==> config.mk <==
export PLATFORM = sky130hd
export DESIGN_NAME = writeback_stage
export DESIGN_NICKNAME = d
export VERILOG_FILES = /design/src/rtl/writeback_stage.sv
export SDC_FILE = /design/constraint.sdc
export NUM_CORES = 1
export LEC_CHECK = 0
export ABC_AREA = 1
export CAP_MARGIN = 15
export CELL_PAD_IN_SITES_DETAIL_PLACEMENT = 0
export CELL_PAD_IN_SITES_GLOBAL_PLACEMENT = 2
export CORE_UTILIZATION = 33
export CTS_BUF_LIST = sky130_fd_sc_hd__clkbuf_16
export DETAILED_ROUTE_END_ITERATION = 8
export DONT_BUFFER_PORTS = 1
export PLACE_DENSITY_LB_ADDON = 0.1
export SYNTH_ARGS = -nofsm -noshare
export SYNTH_HDL_FRONTEND = slang
export SYNTH_SLANG_ARGS = --single-unit
==> constraint.sdc <==
create_clock -name clk -period 2.25 [get_ports clk]
set_clock_uncertainty 0.2 [all_clocks]
set_input_delay 0.45 -clock clk [delete_from_list [all_inputs] [get_ports clk]]
set_output_delay 0.45 -clock clk [all_outputs]
set_load 0.05 [all_outputs]
==> src/rtl/writeback_stage.sv <==
// Writeback pipeline stage: registers the M-stage result, then decodes the
// registered instruction to produce the register-file write port and retire count.
module writeback_stage #(
  parameter logic [31:0] RESET_PC = 32'h0000_3000
) (
  input  logic        clk,
  input  logic        reset,
  input  logic        valid_M,
  input  logic [31:0] Instr_M,
  input  logic [31:0] PC_M,
  input  logic [31:0] ALUOut_M,
  input  logic [31:0] ReadData_M,
  output logic [4:0]  A3_W,
  output logic [31:0] WD_W,
  output logic        RegWrite_W,
  output logic [31:0] Addr_prt,
  output logic [31:0] retire_cnt
);

  localparam logic [5:0] OP_SPECIAL = 6'h00;
  localparam logic [5:0] OP_JAL     = 6'h03;
  localparam logic [5:0] OP_ORI     = 6'h0D;
  localparam logic [5:0] OP_LUI     = 6'h0F;
  localparam logic [5:0] OP_LB      = 6'h20;
  localparam logic [5:0] OP_LH      = 6'h21;
  localparam logic [5:0] OP_LW      = 6'h23;
  localparam logic [5:0] OP_LBU     = 6'h24;
  localparam logic [5:0] OP_LHU     = 6'h25;
  localparam logic [5:0] FN_ADDU    = 6'h21;
  localparam logic [5:0] FN_SUBU    = 6'h23;

  typedef enum logic [2:0] {
    WD_ALU, WD_LINK, WD_LW, WD_LB, WD_LBU, WD_LH, WD_LHU
  } wd_sel_e;

  logic        valid_q;
  logic [31:0] instr_q;
  logic [31:0] pc_q;
  logic [31:0] alu_out_q;
  logic [31:0] read_data_q;
  logic [31:0] retire_cnt_q, retire_cnt_d;

  // NOTE: sequential state uses non-blocking assignments and an asynchronous
  // active-low reset, so outputs fall to reset values without waiting for clk.
  always_ff @(posedge clk or negedge reset) begin
    if (!reset) begin
      valid_q      <= 1'b0;
      instr_q      <= '0;
      pc_q         <= RESET_PC;
      alu_out_q    <= '0;
      read_data_q  <= '0;
      retire_cnt_q <= '0;
    end else begin
      valid_q      <= valid_M;
      instr_q      <= Instr_M;
      pc_q         <= PC_M;
      alu_out_q    <= ALUOut_M;
      read_data_q  <= ReadData_M;
      retire_cnt_q <= retire_cnt_d;
    end
  end

  // Counts the instruction leaving W on this edge; wraps naturally at 2^32.
  assign retire_cnt_d = retire_cnt_q + {31'b0, valid_q};

  logic [5:0] opcode;
  logic [5:0] funct;
  logic [4:0] rs_unused_rt;
  logic [4:0] rt;
  logic [4:0] rd;

  assign opcode = instr_q[31:26];
  assign funct  = instr_q[5:0];
  assign rt     = instr_q[20:16];
  assign rd     = instr_q[15:11];

  logic       writes;
  logic [4:0] a3_raw;
  wd_sel_e    wd_sel;

  // NOTE: every signal assigned in this block gets a default first, which
  // keeps unlisted opcodes non-writing and prevents latch inference.
  always_comb begin
    writes = 1'b0;
    a3_raw = 5'd0;
    wd_sel = WD_ALU;
    unique case (opcode)
      OP_SPECIAL: begin
        if (funct == FN_ADDU || funct == FN_SUBU) begin
          writes = 1'b1;
          a3_raw = rd;
        end
      end
      OP_ORI, OP_LUI: begin
        writes = 1'b1;
        a3_raw = rt;
      end
      OP_LW:  begin writes = 1'b1; a3_raw = rt; wd_sel = WD_LW;  end
      OP_LB:  begin writes = 1'b1; a3_raw = rt; wd_sel = WD_LB;  end
      OP_LBU: begin writes = 1'b1; a3_raw = rt; wd_sel = WD_LBU; end
      OP_LH:  begin writes = 1'b1; a3_raw = rt; wd_sel = WD_LH;  end
      OP_LHU: begin writes = 1'b1; a3_raw = rt; wd_sel = WD_LHU; end
      OP_JAL: begin
        writes = 1'b1;
        a3_raw = 5'd31;
        wd_sel = WD_LINK;
      end
      default: ;
    endcase
  end

  logic [7:0]  mem_byte;
  logic [15:0] mem_half;

  always_comb begin
    mem_byte = 8'h00;
    unique case (alu_out_q[1:0])
      2'd0: mem_byte = read_data_q[7:0];
      2'd1: mem_byte = read_data_q[15:8];
      2'd2: mem_byte = read_data_q[23:16];
      2'd3: mem_byte = read_data_q[31:24];
      default: ;
    endcase
  end

  // Halfword lane is chosen by address bit 1 only; bit 0 is ignored.
  assign mem_half = alu_out_q[1] ? read_data_q[31:16] : read_data_q[15:0];

  logic [31:0] wd_raw;

  always_comb begin
    wd_raw = alu_out_q;
    unique case (wd_sel)
      WD_LINK: wd_raw = pc_q + 32'd8;
      WD_LW:   wd_raw = read_data_q;
      WD_LB:   wd_raw = {{24{mem_byte[7]}}, mem_byte};
      WD_LBU:  wd_raw = {24'h0, mem_byte};
      WD_LH:   wd_raw = {{16{mem_half[15]}}, mem_half};
      WD_LHU:  wd_raw = {16'h0, mem_half};
      default: wd_raw = alu_out_q;
    endcase
  end

  logic reg_write;

  assign reg_write  = valid_q && writes && (a3_raw != 5'd0);
  assign RegWrite_W = reg_write;
  assign A3_W       = reg_write ? a3_raw : 5'd0;
  assign WD_W       = reg_write ? wd_raw : 32'd0;
  assign Addr_prt   = pc_q;
  assign retire_cnt = retire_cnt_q;

  // rs and shamt fields are never consulted by this stage.
  logic unused_fields;
  assign rs_unused_rt  = instr_q[25:21];
  assign unused_fields = ^{rs_unused_rt, instr_q[10:6]};

endmodule

Yosys cells after proc, flatten, opt, wreduce, memory -nomap -nowiden. Index checks and enable logic that the tools add are counted.

Register bits: 161. Bits of input ports: 131. Output and inout bits: 102. Word-level logic and storage cells: 45.

Add/subtract/negate cells: 2. Eq/ne operators: 19. Muxes and demuxes: 10. Reductions and logical operators: 8.

Operators with widths (count): one-hot mux 32 bit (6 select lines) (1); == test 6 bit (second input constant) (7); adder 32 x 1 -> 32 bit (1); adder 32 x 4 -> 32 bit (second input constant) (1); 2-to-1 mux 32 bit (1); one-hot mux 8 bit (4 select lines) (1); one-hot mux 3 bit (6 select lines) (1); 2-to-1 mux 16 bit (1); one-hot mux 5 bit (3 select lines) (1); == test 6 x 4 -> 1 bit (second input constant) (2); 2-to-1 mux 5 bit (2); == test 3 bit (second input constant) (3); OR reduction 8 bit (1); OR reduction 7 bit (1); == test 3 x 2 -> 1 bit (second input constant) (2); == test 6 x 2 -> 1 bit (second input constant) (1); zero test 6 bit (1); nonzero test 5 bit (1); == test 2 bit (second input constant) (2); == test 3 x 1 -> 1 bit (second input constant) (1); == test 2 x 1 -> 1 bit (second input constant) (1); logical AND 1 bit (2); zero test 2 bit (1); one-hot mux 1 bit (2 select lines) (1); other kinds (2) (2).

Longest topological paths before layout. Gate-level depths: netlist (run 1).

Depth in word-level cells: 7. Mapped depth: 14. Mapped depth without buffers: 13.

Least setup slack after synthesis (run 1). Ideal clock, no wire load.

Kind: register -> output. From: register pc_q[3] (netlist: Addr_prt[3]). To: output port WD_W[21]. Arrival: 2.326 ns. Required time: 1.600 ns. Setup slack: -0.726 ns. Cell stages (with the launch flop): 13. Buffers on the path: 0. Cell sequence: dfrtp_1 > ha_1 > nand2_1 > nor2_1 > nand2_1 > nor2_4 > nand2_1 > nor2_1 > or2_2 > nand3_1 > nand2_1 > nand2_1 > nor2_2.

Cells in the longest elaborated chain, start to end: 3.

RTL lines: start: declaration (RTL line 38) `logic [31:0] pc_q;`; start signal: assignment (RTL line 49) `pc_q <= RESET_PC;`; start signal: assignment (RTL line 56) `pc_q <= PC_M;`; adder 32 x 4 -> 32 bit (RTL line 134) `WD_LINK: wd_raw = pc_q + 32'd8;`; one-hot mux 32 bit (6 select lines) (RTL line 133) `unique case (wd_sel)`; 2-to-1 mux 32 bit (RTL line 149) `assign WD_W = reg_write ? wd_raw : 32'd0;`; end: declaration (RTL line 14) `output logic [31:0] WD_W,`.

No other way between the ends.

Worst setup path after layout (run 1).
From: register instr_q[28]. To: output port WD_W[27].

Cells in the longest elaborated chain, start to end: 6. Elaborated cells between the ends (all ways): 25. Those cells by class: 14 x eq/ne; 5 x mux; 6 x reduce/logical.

RTL lines: start: declaration (RTL line 37) `logic [31:0] instr_q;`; start signal: assignment (RTL line 55) `instr_q <= Instr_M;`; parallel branches: the longest is 5 deep, another holds one-hot mux 32 bit (6 select lines); 2-to-1 mux 32 bit (*) (RTL line 149).

Mark *: on every way between the ends.

==> impl_summary.log, run 1 <==
[metrics] fraction of layout cells with a size suffix above 1: 35.6%
[metrics] critical path arrival: 2380 ps
[metrics] number of DRC violations after detailed routing: 0
[metrics] total congestion overflow: 0
[metrics] number of levels the H-tree was split into: 4
[metrics] Crit path required time: 1600 ps
[metrics] post-route minimum period: 3030 ps
[metrics] IR drop worst, VDD: 0.000954 V
[metrics] CP Class: reg -> out
[metrics] drt first-iter violations: 278
[metrics] main area contributors after synthesis: sky130_fd_sc_hd__dfrtp_1 (54%), sky130_fd_sc_hd__nand2_1 (11%), sky130_fd_sc_hd__nand3_1 (5.3%)
[metrics] effective utilization at floorplan: 33.9%
[metrics] antenna-violating nets left: 0
[metrics] routed via count: 6458
[metrics] global-route wire length before repair: 36100 um
[metrics] die area: 21500 um^2
[metrics] count of filler cells inserted in the layout: 1813
[metrics] worst setup slack after layout: -782 ps
[metrics] total number of placement rows: 52
[metrics] part of the cycle the worst path needs: 135%
[metrics] Slew Viols, Final: 0
[metrics] CTS Root Buffer Type: sky130_fd_sc_hd__clkbuf_16
[metrics] sequential area share after synthesis: 54.5%
[metrics] synthesized area per cell: 8.75 um^2
[metrics] Setup Total Neg Slack: -26700 ps
[metrics] Net Sw Frac: 29.7%
[metrics] core area: 20400 um^2
[metrics] relative contribution of sequential cells to total power: 41.5%
[metrics] number of setup violations in the final report: 38
[metrics] combinational cell fraction of total power: 17.8%
[metrics] drt first pass iters: 5
[metrics] max-cap violations: 0
[metrics] number of nets at the end of the flow: 1262
[metrics] horizontal extent of the die: 147 um
[metrics] DIE HEIGHT: 147 um
[metrics] Yosys cell types: 40
[metrics] clock tree from TritonCTS: yes
[metrics] Setup crit end kind: output port
[metrics] worst-case headroom to the max-slew limit: 67.0%
[metrics] WL final: 22900 um
[metrics] leading area contributor after synthesis: sky130_fd_sc_hd__dfrtp_1
[metrics] commonest non-fill, non-tap cell in the layout: sky130_fd_sc_hd__nand2_1
[metrics] failing checks: negative hold slack, negative setup slack
[metrics] area delta synth->final: 67.4%
[metrics] number of hold-slack violations in the final timing report: 150
[metrics] total number of clock tree sinks: 150
[metrics] launching instance or port of the critical path: instr_q[28]$_DFF_PN0_
[metrics] Clock Pin Slew Worst Setup and Hold Paths: 70 ps
[metrics] commonest cells after routing, fill and taps aside: sky130_fd_sc_hd__nand2_1 (176), sky130_fd_sc_hd__buf_4 (170), sky130_fd_sc_hd__dfrtp_1 (130)
[metrics] outcome: complete, but fails checks
[metrics] number of top-level pins: 233
[metrics] number of warnings printed during yosys synthesis: 0
[metrics] global-route usage over all layers: 22.1%
[metrics] number of nets in the synthesized netlist: 922
[metrics] maximum fanout along the worst path: 19
[metrics] class of the tightest hold or removal check: in -> async
[metrics] post-detail-place hpwl: 17500 um
[metrics] via density per instance: 4.58
[metrics] Power Dens Cells: 626 nW/um^2
[metrics] Syn Std Cell Area: 6900 um^2
[metrics] worst skew pair latency: 430 ps
[metrics] pin count of the biggest net entering global routing: 151
[metrics] Port-buffer cells: 0
[metrics] post-synthesis cell count: 788
[metrics] part of the power in the clock network: 40.7%
[metrics] Static Leak: 5.25 nW
[metrics] routability congestion estimate: 0.816
[metrics] number of storage elements in the synthesis netlist: 150
[metrics] dpl cells: 1253
[metrics] worst slack on hold paths: -475 ps
[metrics] wire length per cell after detailed routing: 16.2 um
[metrics] internal power component: 5.09 mW
[metrics] Diodes inserted: 0
[metrics] Num CTS Buffers: 17
[metrics] measured slew at the worst slew-check pin: 495 ps
[metrics] unrepaired setup endpoints after global routing: yes
[metrics] fmax: 330 MHz
[metrics] kind of launch point of the worst setup path: flop
[metrics] number of buffers on the longest clock path: 2
[metrics] post-route insts no fill: 1411
[metrics] number of buffers inserted by hold repair at cts: 118
[metrics] portion of synthesized cell area occupied by the leading cell type: 53.7%
[metrics] vias in the first global route: 6769
[metrics] initial antenna violation count: 0
[metrics] Reg-to-Reg Start: valid_q$_DFF_PN0_
[metrics] net load switching power: 2.15 mW
per-layer routing:
layer	global-route usage (%)	wire (um)
met5	0	0
met4	5.42	188
met3	5.88	1240
met2	39.2	12000
met1	26.4	9440
per-stage QoR:
stage	utilization, %	setup WS, ps	instance area [um^2]	hold slack, ps	power, mW
floorplan	-	-309	7180	-45.6	3.70
global route	56.7	-930	11500	-512	7.56
finish	56.7	-782	11500	-475	7.23
global placement	46.4	-334	9450	-41.9	4.09
detailed placement	46.4	-350	9450	-41.8	4.10
CTS	55.7	-775	11300	-502	7.27
critical path: stages, from the launching register on:
cell	delay, ps
sky130_fd_sc_hd__dfrtp_1	430
sky130_fd_sc_hd__inv_1	90
sky130_fd_sc_hd__nor2_2	40
sky130_fd_sc_hd__nand3_1	140
sky130_fd_sc_hd__nand2_1	80
sky130_fd_sc_hd__nor2_2	110
sky130_fd_sc_hd__nand2_2	100
sky130_fd_sc_hd__nand2_1	80
sky130_fd_sc_hd__nand2_2	60
sky130_fd_sc_hd__nor2_1	120
sky130_fd_sc_hd__nand3_2	100
sky130_fd_sc_hd__nand2_4	110
sky130_fd_sc_hd__buf_12	230
sky130_fd_sc_hd__nor2_4	70
sky130_fd_sc_hd__buf_12	160
final timing paths:
check,to,slack (ps),cells past startpoint
worst max-delay path,WD_W[27],-780,14
worst min-delay path,Addr_prt[3]$_DFF_PN0_,-470,0
worst max register to register,retire_cnt[30]$_DFF_PN0_,40,10
worst min register to register,retire_cnt[0]$_DFF_PN0_,330,1
max in group asynchronous,Addr_prt[20]$_DFF_PN0_,1990,0
min in group clk,retire_cnt[0]$_DFF_PN0_,330,1
cells by family (layout without fill, tap and decap cells):
group	Yosys count	after routing	share of synthesized area (%)
compound gates	80	80	6.62
buf+inv	96	449	5.82
flops	150	150	54.5
simple gates	429	429	28.8
xor+xnor	30	30	3.81
fa+ha+maj	3	3	0.544
cell usage after synthesis:
library cell,instances
sky130_fd_sc_hd__inv_1,72
sky130_fd_sc_hd__o211ai_1,5
sky130_fd_sc_hd__nand3b_1,2
sky130_fd_sc_hd__inv_2,8
sky130_fd_sc_hd__nor4_1,1
sky130_fd_sc_hd__and2_1,1
sky130_fd_sc_hd__xnor2_1,13
sky130_fd_sc_hd__nor2_4,3
sky130_fd_sc_hd__ha_1,3
sky130_fd_sc_hd__xor2_1,17
sky130_fd_sc_hd__nor3_1,16
sky130_fd_sc_hd__o2111a_1,2
sky130_fd_sc_hd__nand3_2,3
sky130_fd_sc_hd__buf_6,4
sky130_fd_sc_hd__nand4_1,11
sky130_fd_sc_hd__nand2_4,2
sky130_fd_sc_hd__nand2_2,1
sky130_fd_sc_hd__buf_4,2
sky130_fd_sc_hd__o22ai_1,2
sky130_fd_sc_hd__nor2_1,66
sky130_fd_sc_hd__buf_1,1
sky130_fd_sc_hd__nor3_4,1
sky130_fd_sc_hd__nand3_1,73
sky130_fd_sc_hd__dfrtp_1,148
sky130_fd_sc_hd__a22oi_1,4
sky130_fd_sc_hd__dfstp_2,2
sky130_fd_sc_hd__nor3_2,2
sky130_fd_sc_hd__nor2_2,36
sky130_fd_sc_hd__nor3b_1,2
sky130_fd_sc_hd__o21bai_1,2
sky130_fd_sc_hd__o2111ai_1,3
sky130_fd_sc_hd__a21oi_1,23
sky130_fd_sc_hd__or2_2,14
sky130_fd_sc_hd__clkbuf_1,6
sky130_fd_sc_hd__a211oi_1,1
sky130_fd_sc_hd__nand2_1,193
sky130_fd_sc_hd__o21ai_1,3
sky130_fd_sc_hd__buf_2,3
sky130_fd_sc_hd__o21ai_0,35
sky130_fd_sc_hd__and3_1,2
area by class of cell:
class,count,area (um^2),area share (%)
well taps,270,338,2.92
clock buffers,17,425,3.68
clock inverters,15,179,1.55
flip-flops and latches,150,3780,32.7
repair buffers,337,3330,28.9
multi-input cells,542,3190,27.6
inverters,80,305,2.64
sequential cells by signal (all words and copies together) (netlist names):
signal	cells
valid_q	1
Addr_prt	32
alu_out_q	32
instr_q	21
read_data_q	32
retire_cnt	32
repair_timing:
| action | in CTS | in global routing |
|---|---|---|
| setup buffers | 0 | 9 |
| endpoints found under the hold margin | 268 | 150 |
| pin swaps | 3 | 21 |
| gates resized for setup | 31 | 39 |
| setup endpoints to repair | 38 | 47 |
power by group through the flow:
stage / combinational, mW / sequential [mW] / clock, mW
6_report: 1.29 / 3.00 / 2.94
5_1_grt: 1.38 / 3.02 / 3.16
4_1_cts: 1.25 / 2.99 / 3.03
3_5_place_dp: 1.06 / 3.04 / 0
3_3_place_gp: 1.05 / 3.04 / 0
2_1_floorplan: 0.351 / 3.35 / 0
(Power assumes the default switching activity.)
==> run 2: changes to the inputs <==
--- a/config.mk
+++ b/config.mk
@@ -11,6 +11,7 @@
 export CELL_PAD_IN_SITES_GLOBAL_PLACEMENT = 2
 export CORE_UTILIZATION = 33
 export CTS_BUF_LIST = sky130_fd_sc_hd__clkbuf_16
+export CTS_CLUSTER_SIZE = 20
 export DETAILED_ROUTE_END_ITERATION = 8
 export DONT_BUFFER_PORTS = 1
 export PLACE_DENSITY_LB_ADDON = 0.1
==> results of run 2 <==
No change in the layout: final DEF, timing and power equal those of run 1.
==> run 3: changes to the inputs <==
--- a/config.mk
+++ b/config.mk
@@ -14,6 +14,7 @@
 export CTS_CLUSTER_SIZE = 20
 export DETAILED_ROUTE_END_ITERATION = 8
 export DONT_BUFFER_PORTS = 1
+export HOLD_SLACK_MARGIN = 0.06
 export PLACE_DENSITY_LB_ADDON = 0.1
 export SYNTH_ARGS = -nofsm -noshare
 export SYNTH_HDL_FRONTEND = slang
==> results of run 3 <==
No change in the layout: final DEF, timing and power equal those of run 1.
